<file path="src/rtl/acc_pkg.sv">
// Shared types and sizing for the accelerator dispatch queue.
// Each queue entry holds an offloaded instruction together with its captured scalar operands.
package acc_pkg;

    localparam int unsigned ACC_XLEN       = 64;
    localparam int unsigned ACC_DEPTH      = 8;
    localparam int unsigned ACC_TRANS_ID_W = 3;
    // One extra wrap bit so that a full queue and an empty queue can be told apart.
    localparam int unsigned ACC_PTR_W      = $clog2(ACC_DEPTH) + 1;

    typedef struct packed {
        logic [31:0]               insn;
        logic [ACC_XLEN-1:0]       rs1;
        logic [ACC_XLEN-1:0]       rs2;
        logic [ACC_TRANS_ID_W-1:0] trans_id;
    } acc_req_t;

endpackage

</file>
<file path="src/rtl/acc_dispatch_queue.sv">
// Buffers offloaded vector instructions between issue and the accelerator.
// An entry is released to the accelerator only once commit has confirmed it; flush drops speculative entries.
module acc_dispatch_queue
    import acc_pkg::*;
#(
    parameter int unsigned XLEN       = ACC_XLEN,
    parameter int unsigned DEPTH      = ACC_DEPTH,
    parameter int unsigned TRANS_ID_W = ACC_TRANS_ID_W
) (
    input  logic                  clk_i,
    input  logic                  rst_i,
    input  logic                  flush_i,
    input  logic                  issue_valid_i,
    output logic                  issue_ready_o,
    input  logic [31:0]           issue_insn_i,
    input  logic [XLEN-1:0]       issue_rs1_i,
    input  logic [XLEN-1:0]       issue_rs2_i,
    input  logic [TRANS_ID_W-1:0] issue_trans_id_i,
    input  logic                  commit_valid_i,
    input  logic [TRANS_ID_W-1:0] commit_trans_id_i,
    output logic                  acc_req_valid_o,
    input  logic                  acc_req_ready_i,
    output logic [31:0]           acc_req_insn_o,
    output logic [XLEN-1:0]       acc_req_rs1_o,
    output logic [XLEN-1:0]       acc_req_rs2_o,
    output logic [TRANS_ID_W-1:0] acc_req_trans_id_o,
    output logic                  empty_o,
    output logic                  commit_err_o
);

    localparam int unsigned PTR_W = ACC_PTR_W;
    localparam int unsigned IDX_W = PTR_W - 1;

    acc_req_t         mem_q [DEPTH];
    logic [PTR_W-1:0] head_q, cmt_q, tail_q;
    logic [PTR_W-1:0] cmt_d;
    logic             commit_err_q;
    logic             full, enq, cmt_adv, cmt_bad, deq;
    acc_req_t         wr_entry, head_entry, cmt_entry;

    // [head,cmt) is committed and may dispatch; [cmt,tail) is still speculative.
    assign full          = (tail_q - head_q) == PTR_W'(DEPTH);
    assign issue_ready_o = !full && !flush_i;
    assign enq           = issue_valid_i && issue_ready_o;

    assign cmt_entry = mem_q[cmt_q[IDX_W-1:0]];
    assign cmt_adv   = commit_valid_i && (cmt_q != tail_q);
    assign cmt_bad   = commit_valid_i && (!cmt_adv || (cmt_entry.trans_id != commit_trans_id_i));
    assign cmt_d     = cmt_q + PTR_W'(cmt_adv);

    assign acc_req_valid_o = cmt_q != head_q;
    assign deq             = acc_req_valid_o && acc_req_ready_i;

    assign head_entry         = mem_q[head_q[IDX_W-1:0]];
    assign acc_req_insn_o     = head_entry.insn;
    assign acc_req_rs1_o      = head_entry.rs1;
    assign acc_req_rs2_o      = head_entry.rs2;
    assign acc_req_trans_id_o = head_entry.trans_id;

    assign empty_o      = head_q == tail_q;
    assign commit_err_o = commit_err_q;

    assign wr_entry = '{insn: issue_insn_i, rs1: issue_rs1_i, rs2: issue_rs2_i,
                        trans_id: issue_trans_id_i};

    // A flush rewinds tail onto the commit pointer as already advanced by this cycle's commit.
    always_ff @(posedge clk_i) begin
        if (rst_i) begin
            head_q       <= '0;
            cmt_q        <= '0;
            tail_q       <= '0;
            commit_err_q <= 1'b0;
        end else begin
            head_q <= head_q + PTR_W'(deq);
            cmt_q  <= cmt_d;
            tail_q <= flush_i ? cmt_d : tail_q + PTR_W'(enq);
            if (cmt_bad) begin
                commit_err_q <= 1'b1;
            end
        end
    end

    // NOTE: storage is deliberately not reset; the pointers alone decide which slots are meaningful.
    always_ff @(posedge clk_i) begin
        if (enq) begin
            mem_q[tail_q[IDX_W-1:0]] <= wr_entry;
        end
    end

endmodule
</file>
<file path="config.mk">
export PLATFORM = sky130hd
export DESIGN_NAME = acc_dispatch_queue
export DESIGN_NICKNAME = d
export VERILOG_FILES = /design/src/rtl/acc_pkg.sv /design/src/rtl/acc_dispatch_queue.sv
export SDC_FILE = /design/constraint.sdc
export NUM_CORES = 1
export LEC_CHECK = 0
export BUFFER_PORTS_ARGS = -buffer_cell sky130_fd_sc_hd__clkbuf_2
export CAP_MARGIN = 20
export CORE_MARGIN = 5
export CORE_UTILIZATION = 25
export CTS_BUF_LIST = sky130_fd_sc_hd__clkbuf_16
export DETAILED_ROUTE_END_ITERATION = 12
export PLACE_DENSITY = 0.4
export SYNTH_ARGS = -nofsm -noshare
export SYNTH_HDL_FRONTEND = slang
export SYNTH_SLANG_ARGS = --single-unit
</file>
<file path="constraint.sdc">
create_clock -name clk_i -period 13 [get_ports clk_i]
set_input_delay 0.65 -clock clk_i [delete_from_list [all_inputs] [get_ports clk_i]]
set_output_delay 0.65 -clock clk_i [all_outputs]
set_load 0.03 [all_outputs]
</file>
* Word-level counts from Yosys, hierarchy flattened
Memory sizes are Yosys's and may differ from the RTL's. A register that Yosys moved wholly into a read port is not among the register bits.
Cells that the tools add are included.
** Word-level totals
- Register bits :: 13
- Bits in writable memories :: 1304
- Output and inout port bits :: 167
- Memories kept :: 1
** Cells by class
- Add/sub/neg operators :: 4
- Eq/ne operators :: 5
- Mux-type cells :: 5
- Reductions and logical operators :: 9
** Memory list
- mem_q :: words 8, bits a word 163, rd ports 2, clocked after Yosys merged registers in 2, write ports 1, RTL line acc_dispatch_queue.sv:34 : acc_req_t mem_q [DEPTH];
** Operator list (count)
- adder 4 x 1 -> 4 bit :: 3
- != test 4 bit :: 2
- two-way mux 3 bit :: 2
- logical AND 1 bit :: 5
- == test 4 bit :: 1
- == test 4 bit (second input constant) :: 1
- two-way mux 4 bit :: 1
- subtractor 4 bit :: 1
- zero test 1 bit :: 3
- != test 3 bit :: 1
- two-way mux 1 bit :: 2
- logical OR 1 bit :: 1

* Longest topological paths before layout
Gate-level depths: netlist of the first run.
- Depth in word-level cells :: 7
- Gate-level depth with buffers :: 15
- Mapped depth without buffers :: 12

* Worst setup path after synthesis of the first run
OpenSTA, ideal clock, no wires.
- Kind :: register to register
- From :: register head_q[1]
- To :: memory mem_q[6][0] (netlist bit) (enable)
- Setup time :: 0.885 ns
- Arrival time :: 13.136 ns
- Data required time :: 12.115 ns
- Path slack :: -1.021 ns
- Stages on the path, launching flop included :: 11
- Buffers on the path :: 3
- Cell sequence :: dfxtp_1 -> buf_2 -> buf_2 -> buf_2 -> inv_1 -> ha_1 -> nor2b_1 -> o21a_1 -> o311ai_1 -> nand3_2 -> nor3_1
** Between the ends
- Word-level cells in the longest chain between the ends :: 7
** Ends and longest elaborated chain
- from (decl) :: RTL line acc_dispatch_queue.sv:35 : logic [PTR_W-1:0] head_q, cmt_q, tail_q;
- from (signal assigned) :: RTL line acc_dispatch_queue.sv:74 : head_q <= head_q + PTR_W'(deq);
- subtractor 4 bit :: RTL line acc_dispatch_queue.sv:42 : assign full = (tail_q - head_q) == PTR_W'(DEPTH);
- == test 4 bit :: RTL line acc_dispatch_queue.sv:42
- zero test 1 bit :: RTL line acc_dispatch_queue.sv:43 : assign issue_ready_o = !full && !flush_i;
- logical AND 1 bit :: RTL line acc_dispatch_queue.sv:43
- logical AND 1 bit :: RTL line acc_dispatch_queue.sv:44 : assign enq = issue_valid_i && issue_ready_o;
- two-way mux 1 bit :: RTL line acc_dispatch_queue.sv:85 : if (enq) begin
- two-way mux 1 bit (implied by the code) :: RTL line acc_dispatch_queue.sv:86 : mem_q[tail_q[IDX_W-1:0]] <= wr_entry;
- to (decl) :: RTL line acc_dispatch_queue.sv:34
Every way passes these cells.

==> impl_metrics.tcl, run 1 <==
set metrics [dict create \
    dr.pass1.iters 5 \
    core_um2 199000 \
    fp-row-count 164 \
    arrival_ns 4.72 \
    fin_crit_sh 0.413 \
    viasPerCell 4.28 \
    avgSynthCellArea_um2 21.3 \
    cts_resized 0 \
    grt_pass1_wl_um 183000 \
    finalSetupTns_ns 0 \
    slew_headroom 0.332 \
    cts_buffers 149 \
    drt_iter0_drc 1557 \
    synth-seq-area-share 0.789 \
    port_buffers 338 \
    ir_worst_vdd_mv 0.102 \
    whs_path_depth 1 \
    grt_antenna_before_repair 16 \
    placed_cell_area_um2 54900 \
    fin_ws_ns 7.63 \
    io_pins 339 \
    path_cells "buf_4, buf_4, buf_4, mux4_2, nand2_1, nand2_1, clkbuf_2" \
    startpoint_type "flop" \
    antenna_left 0 \
    cellLeakagePower_nw 19.3 \
    fin_crit_ns 5.37 \
    wirelength_um 126000 \
    first_global_vias 25800 \
    timing.max_cap.violations 0 \
    cp_slowest_stage_delay_ns 0.78 \
    whs_endpoint "mem_q[4][49]$_DFFE_PP_" \
    dp.cells 5262 \
    ys.flop_type "edfxtp_1" \
    worstPathMaxFanout 57 \
    hp-start "issue_rs2_i[46]" \
    setup_viol_count_final 0 \
    clock_sinks 1317 \
    worstSetupEndpointType "output port" \
    fin_area_um2 59600 \
    cp_slowest_cell "buf_4" \
    fin_nets 2938 \
    hold_class "input pin to flop" \
    die_height_um 457 \
    post-dp-hpwl_um 68600 \
    grt_use_total 0.119 \
    dpl_worst_slack_ns 7.91 \
    use_met2 0.199 \
    worst_slew_pin_slew_ns 1.00 \
    overflow 0 \
    hold_buffers 0 \
    fmax_mhz 186 \
    finalMaxSlewViolations 0 \
    synth-seq-cells 1317 \
    cts_tree "built" \
    timing.hold.ws_ns 0.134 \
    grt_use_met1 0.153 \
    synth_cell_types 34 \
    syn-cell-area_um2 49900 \
    die_w_um 457 \
    yosysWarnings 0 \
    syn_inst 2342 \
    die_area_um2 209000 \
    h-tree-depth 4 \
    drive_gt1_frac 0.323 \
    worst_ep_required_time_ns 12.35 \
    async_flop_share 0 \
    wl_per_cell_um 22.7 \
    met3_usage 0.0285 \
    fin_cells 5537 \
    outcome "complete, no violations" \
    critPathKind "flop to output port" \
    power_density_nw_per_um2 174 \
    start_util 0.251 \
    cts-root-buf "clkbuf_16" \
    final_common_cell "edfxtp_1" \
    vias 23700 \
    clk_pin_slew_ns 0.06 \
    post-cts-setup-buffers 0 \
    grt_start_max_net_pins 103 \
    rr_endpoint "mem_q[6][69]$_DFFE_PP_" \
    timing_hold_violations_final 0 \
    r2r_cells 8 \
    syn_nets 2523 \
    drc 0 \
    rrSetupSlack_ns 8.06 \
    r2r-start "head_q[2]$_SDFF_PP0_" \
    area_growth_pct 19.4 \
    crit_path_frequent_cell "buf_4" \
    rsz0062_at_grt "no" \
    synth-edff-count 1304 \
    clk_latency_ns 0.79 \
    gp_congestion 0.710 \
    clock_skew_ns 0.0279 \
    final_cell_mix "edfxtp_1 (1304), nand2_1 (490), clkbuf_2 (338)" \
    grt_busiest_layer "met2" \
    cts_buffer_depth 3 \
]
## cells by family after synthesis
kind of cell,count (synthesis),synth area share
AO/OA/AOI/OAI,8,0.00130
XOR/XNOR,18,0.00316
adder cells (fa/ha/maj),9,0.00226
buffers and inverters,124,0.0114
flip-flops,1317,0.789
multiplexers,343,0.151
AND/OR/NAND/NOR,523,0.0412
## state kept, by name, summed over array words and instances, names as in the netlist
signal,cells
mem_q,1304
tail_q,4
head_q,4
commit_err_o,1
cmt_q,4
## power by group
part | total, mW | internal (mW) | switching, mW
logic | 1.46 | 0.552 | 0.906
clock network | 4.05 | 2.35 | 1.70
registers | 4.87 | 4.81 | 0.0584
total | 10.4 | 7.71 | 2.66
## cell type report
class / count / area [um^2]
fillers: 19500 / 140000
multi-input cells: 901 / 10000
inverters: 5 / 23.8
diodes: 8 / 20.0
flip-flops and latches: 1317 / 39400
well taps: 2656 / 3320
clock inverters: 114 / 878
repair buffers: 383 / 2100
clock buffers: 153 / 3830
## stage by stage
| step | total power [mW] | utilization |
|---|---|---|
| 6_report | 10.4 | 0.299 |
| 5_1_grt | 10.8 | 0.299 |
| 4_1_cts | 10.6 | 0.299 |
| 3_5_place_dp | 6.47 | 0.275 |
| 3_3_place_gp | 6.46 | 0.275 |
| 2_1_floorplan | 5.99 | - |
## synthesized netlist by cell type (4+ instances only)
cell type  count  area, um^2
mux2i_1       14         140
mux4_2       329        7410
nand2_1      490        1840
buf_2         38         190
xnor2_1        9        78.8
nor4b_2        4        60.1
xor2_1         9        78.8
edfxtp_1    1304       39200
buf_1         33         124
buf_6          5        56.3
ha_1           9         113
nor2_1         9        33.8
clkbuf_1      41         154
inv_1          4        15.0
nor2b_1        5        31.3
dfxtp_1       13         260
## worst max-delay path: cells and delay by family (launching register included)
family | cells | cell delay, ns
buffers and inverters | 4 | 2.38
and+or+nand+nor | 2 | 0.22
DFF | 1 | 0.71
muxes | 1 | 0.41
## per-layer routing
layer | vias up | share of wire
met5 | - | 0.00059
met4 | 10 | 0.024
met3 | 202 | 0.050
met2 | 526 | 0.50
met1 | 12700 | 0.43
li1 | 10300 | -
## worst max path at each step
stage	from	end	slack, ns	cells after the start
2_1_floorplan	head_q[1]$_SDFF_PP0_	mem_q[6][0]$_DFFE_PP_	-1.02	10
3_3_place_gp	head_q[1]$_SDFF_PP0_	mem_q[2][71]$_DFFE_PP_	7.98	9
3_5_place_dp	head_q[2]$_SDFF_PP0_	mem_q[6][68]$_DFFE_PP_	7.91	8
4_1_cts	head_q[1]$_SDFF_PP0_	acc_req_rs2_o[63]	7.38	7
5_1_grt	head_q[1]$_SDFF_PP0_	acc_req_rs2_o[63]	7.26	7
6_report	head_q[1]$_SDFF_PP0_	acc_req_rs2_o[63]	7.63	7
Power figures use the tool's default switching activity.
==> inputs of run 2 (changes only) <==
--- a/config.mk
+++ b/config.mk
@@ -5,13 +5,14 @@
 export SDC_FILE = /design/constraint.sdc
 export NUM_CORES = 1
 export LEC_CHECK = 0
+export ABC_AREA = 1
 export BUFFER_PORTS_ARGS = -buffer_cell sky130_fd_sc_hd__clkbuf_2
 export CAP_MARGIN = 20
 export CORE_MARGIN = 5
 export CORE_UTILIZATION = 25
 export CTS_BUF_LIST = sky130_fd_sc_hd__clkbuf_16
 export DETAILED_ROUTE_END_ITERATION = 12
-export PLACE_DENSITY = 0.4
+export PLACE_DENSITY = 0.39
 export SYNTH_ARGS = -nofsm -noshare
 export SYNTH_HDL_FRONTEND = slang
 export SYNTH_SLANG_ARGS = --single-unit
==> constraint.sdc (replaced) <==
create_clock -name clk_i -period 5.55 [get_ports clk_i]
set_input_delay 0.2775 -clock clk_i [delete_from_list [all_inputs] [get_ports clk_i]]
set_output_delay 0.2775 -clock clk_i [all_outputs]
set_load 0.03 [all_outputs]
==> run 2 against run 1 <==
  * Sequential share of layout area down 2.8 points
  * Core utilization up 0.51 points
  * Wire length up 14%
  * Clock-buffer cell count up 7
  * Cell area up 4.4%
  * First-iteration DRC count up 23%
  * Clock skew up 0.0076 ns
  * Register-to-register slack worse by 6.3 ns
==> impl_metrics.tcl, run 2 <==
set metrics [dict create \
    outcome "complete, no violations" \
    clockPowerShare 0.349 \
    drc 0 \
    synth_top_area_share 0.762 \
    cts-root-buf "clkbuf_16" \
    finalMaxSlewViolations 0 \
    synth_cell_types 32 \
    grt_use_total 0.131 \
    clock_sinks 1317 \
    largest_register_ffs 1304 \
    clock_skew_ns 0.0355 \
    grt_pass1_wl_um 215000 \
    syn-cell-area_um2 51400 \
    yosysWarnings 0 \
    r2r_cells 12 \
    rsz0062_at_grt "no" \
    grt_antenna_before_repair 14 \
    r2r-start "head_q[1]$_SDFF_PP0_" \
    synth-seq-cells 1317 \
    fp-row-count 166 \
    worst_slew_pin_slew_ns 1.18 \
    die_w_um 463 \
    dr.pass1.iters 5 \
    critPathKind "flop to output port" \
    vias 31600 \
    final_cell_mix "edfxtp_1 (1304), nor2_1 (1139), o21ai_0 (574)" \
    synth_area_leaders "edfxtp_1 (76%), nor2_1 (8.4%), o21ai_0 (5.6%), a31oi_1 (2.0%), o22ai_1 (1.9%)" \
    fmax_mhz 237 \
    fin_crit_ns 4.22 \
    post-cts-setup-buffers 0 \
    drive_gt1_frac 0.136 \
    viasPerCell 4.41 \
    setup_viol_count_final 0 \
    first_global_vias 32200 \
    die_area_um2 215000 \
    gp_congestion 0.677 \
    fill_cells 20600 \
    grt_start_max_net_pins 200 \
    slew_headroom 0.216 \
    dpl_worst_slack_ns 1.71 \
    combPwrFrac 0.234 \
    h-tree-depth 4 \
    core_um2 205000 \
    rrSetupSlack_ns 1.81 \
    startpoint_type "flop" \
    cts_tree "built" \
    fin_crit_sh 0.760 \
    port_buffers 338 \
    cts_buffer_depth 3 \
    path_buf_inv 2 \
    whs_endpoint "mem_q[5][2]$_DFFE_PP_" \
    clk_pin_slew_ns 0.06 \
    ys.flop_type "edfxtp_1" \
    area_growth_pct 21.1 \
    synth-edff-count 1304 \
    worst_ep_required_time_ns 5.27 \
    intPower_mw 18.3 \
    yosysMostFrequentCell "edfxtp_1" \
    p_seq_frac 0.418 \
    cp_slowest_cell "dfxtp_4" \
    cts_buffers 157 \
    cellLeakagePower_nw 20.9 \
    post-dp-hpwl_um 74000 \
    synth_top_area_cell "edfxtp_1" \
    async_flop_share 0 \
    worstPathMaxFanout 199 \
    fin_nets 4519 \
    hp-start "issue_valid_i" \
    ys_top_cells_by_count "edfxtp_1 (1304), nor2_1 (1147), o21ai_0 (574), a31oi_1 (163), o22ai_1 (160)" \
    worstSetupEndpointType "output port" \
    overflow 0 \
    final_common_cell "edfxtp_1" \
    dp.cells 6697 \
    die_height_um 463 \
    syn_nets 4062 \
    start_util 0.251 \
    fin_cells 7154 \
    crit_family "compound AO/OA/AOI/OAI gates" \
    wirelength_um 144000 \
    wl_per_cell_um 20.1 \
    timing.max_cap.violations 0 \
    synth-seq-area-share 0.767 \
    avgSynthCellArea_um2 13.2 \
    arrival_ns 3.94 \
    timing_hold_violations_final 0 \
    clk_latency_ns 0.80 \
    power.share.switching 0.328 \
    power_density_nw_per_um2 437 \
    cp_slowest_stage_delay_ns 0.84 \
    io_pins 339 \
    switching_power_mw 8.92 \
    syn_inst 3881 \
    ir_worst_vdd_mv 0.367 \
    whs_path_depth 5 \
    antenna_left 0 \
    path_cells "buf_12, o21ai_0, o22ai_1, nor2_1, a31oi_1, clkbuf_2" \
    fin_ws_ns 1.33 \
    drt_iter0_drc 1918 \
    hold_class "input pin to flop" \
    rr_endpoint "mem_q[0][140]$_DFFE_PP_" \
]
## run 2: kinds of logic after synthesis
family,count (synthesis),share of synthesized area
buffers and inverters,313,0.0326
xor gates and xnor gates,9,0.00153
and+or+nand+nor,1235,0.0913
DFF,1317,0.767
adders and majority gates,9,0.00219
AOI/OAI and AO/OA,998,0.105
## run 2: layer usage
layer	vias to the layer above	wire (um)	global-route usage
met3	171	5370	0.0272
met4	8	2540	0.0320
met5	-	55	0
li1	15100	-	-
met1	15700	66500	0.173
met2	519	69200	0.220
## run 2: per-stage QoR
stage | power (mW) | utilization | instance area (um^2) | hold WS (ns) | setup TNS, ns
floorplan | 16.0 | - | 51400 | 0.356 | -1362.24
global placement | 18.0 | 0.273 | 55800 | 0.442 | 0
detailed placement | 18.0 | 0.273 | 55800 | 0.443 | 0
CTS | 27.8 | 0.304 | 62200 | 0.204 | 0
global route | 28.7 | 0.304 | 62200 | 0.242 | 0
finish | 27.2 | 0.304 | 62300 | 0.269 | 0
## run 2: how the worst max path moves through the flow
| stage | from | to | slack (ns) | cells past startpoint |
|---|---|---|---|---|
| floorplan | head_q[2]$_SDFF_PP0_ | mem_q[1][0]$_DFFE_PP_ | -1.04 | 13 |
| global placement | head_q[1]$_SDFF_PP0_ | mem_q[0][107]$_DFFE_PP_ | 1.67 | 12 |
| detailed placement | head_q[1]$_SDFF_PP0_ | mem_q[0][124]$_DFFE_PP_ | 1.71 | 12 |
| CTS | head_q[1]$_SDFF_PP0_ | acc_req_rs1_o[62] | 1.10 | 7 |
| global route | head_q[1]$_SDFF_PP0_ | acc_req_rs1_o[48] | 0.99 | 7 |
| finish | head_q[0]$_SDFF_PP0_ | acc_req_rs1_o[34] | 1.33 | 6 |
## run 2: timing repair
action,4_1_cts,5_1_grt
hold endpoints to repair,1317,0
hold buffers,170,0
resized for setup,0,0
## run 2: area by class of cell
type                       instances  area (um^2)  area share
multi-input combinational       2251        10400       0.166
timing repair buffer             558         4110      0.0660
inverter                          53          230     0.00370
clock inverter                   119          739      0.0119
sequential                      1317        39400       0.633
tap                             2688         3360      0.0540
antenna                            8         20.0    0.000322
clock buffer                     160         4000      0.0643
## run 2: power by group through the flow
stage	clock network (mW)	logic (mW)	registers (mW)
3_5_place_dp	0	6.47	11.6
3_3_place_gp	0	6.46	11.6
4_1_cts	9.87	6.59	11.4
2_1_floorplan	0	4.51	11.5
5_1_grt	10.3	7.06	11.4
6_report	9.49	6.36	11.4
## run 2: tightest hold or removal path: stages
cell and delay, ns:
clkbuf_2 0.14, inv_1 0.11, nor2_4 0.06, nand2_2 0.18
nor2_4 0.10
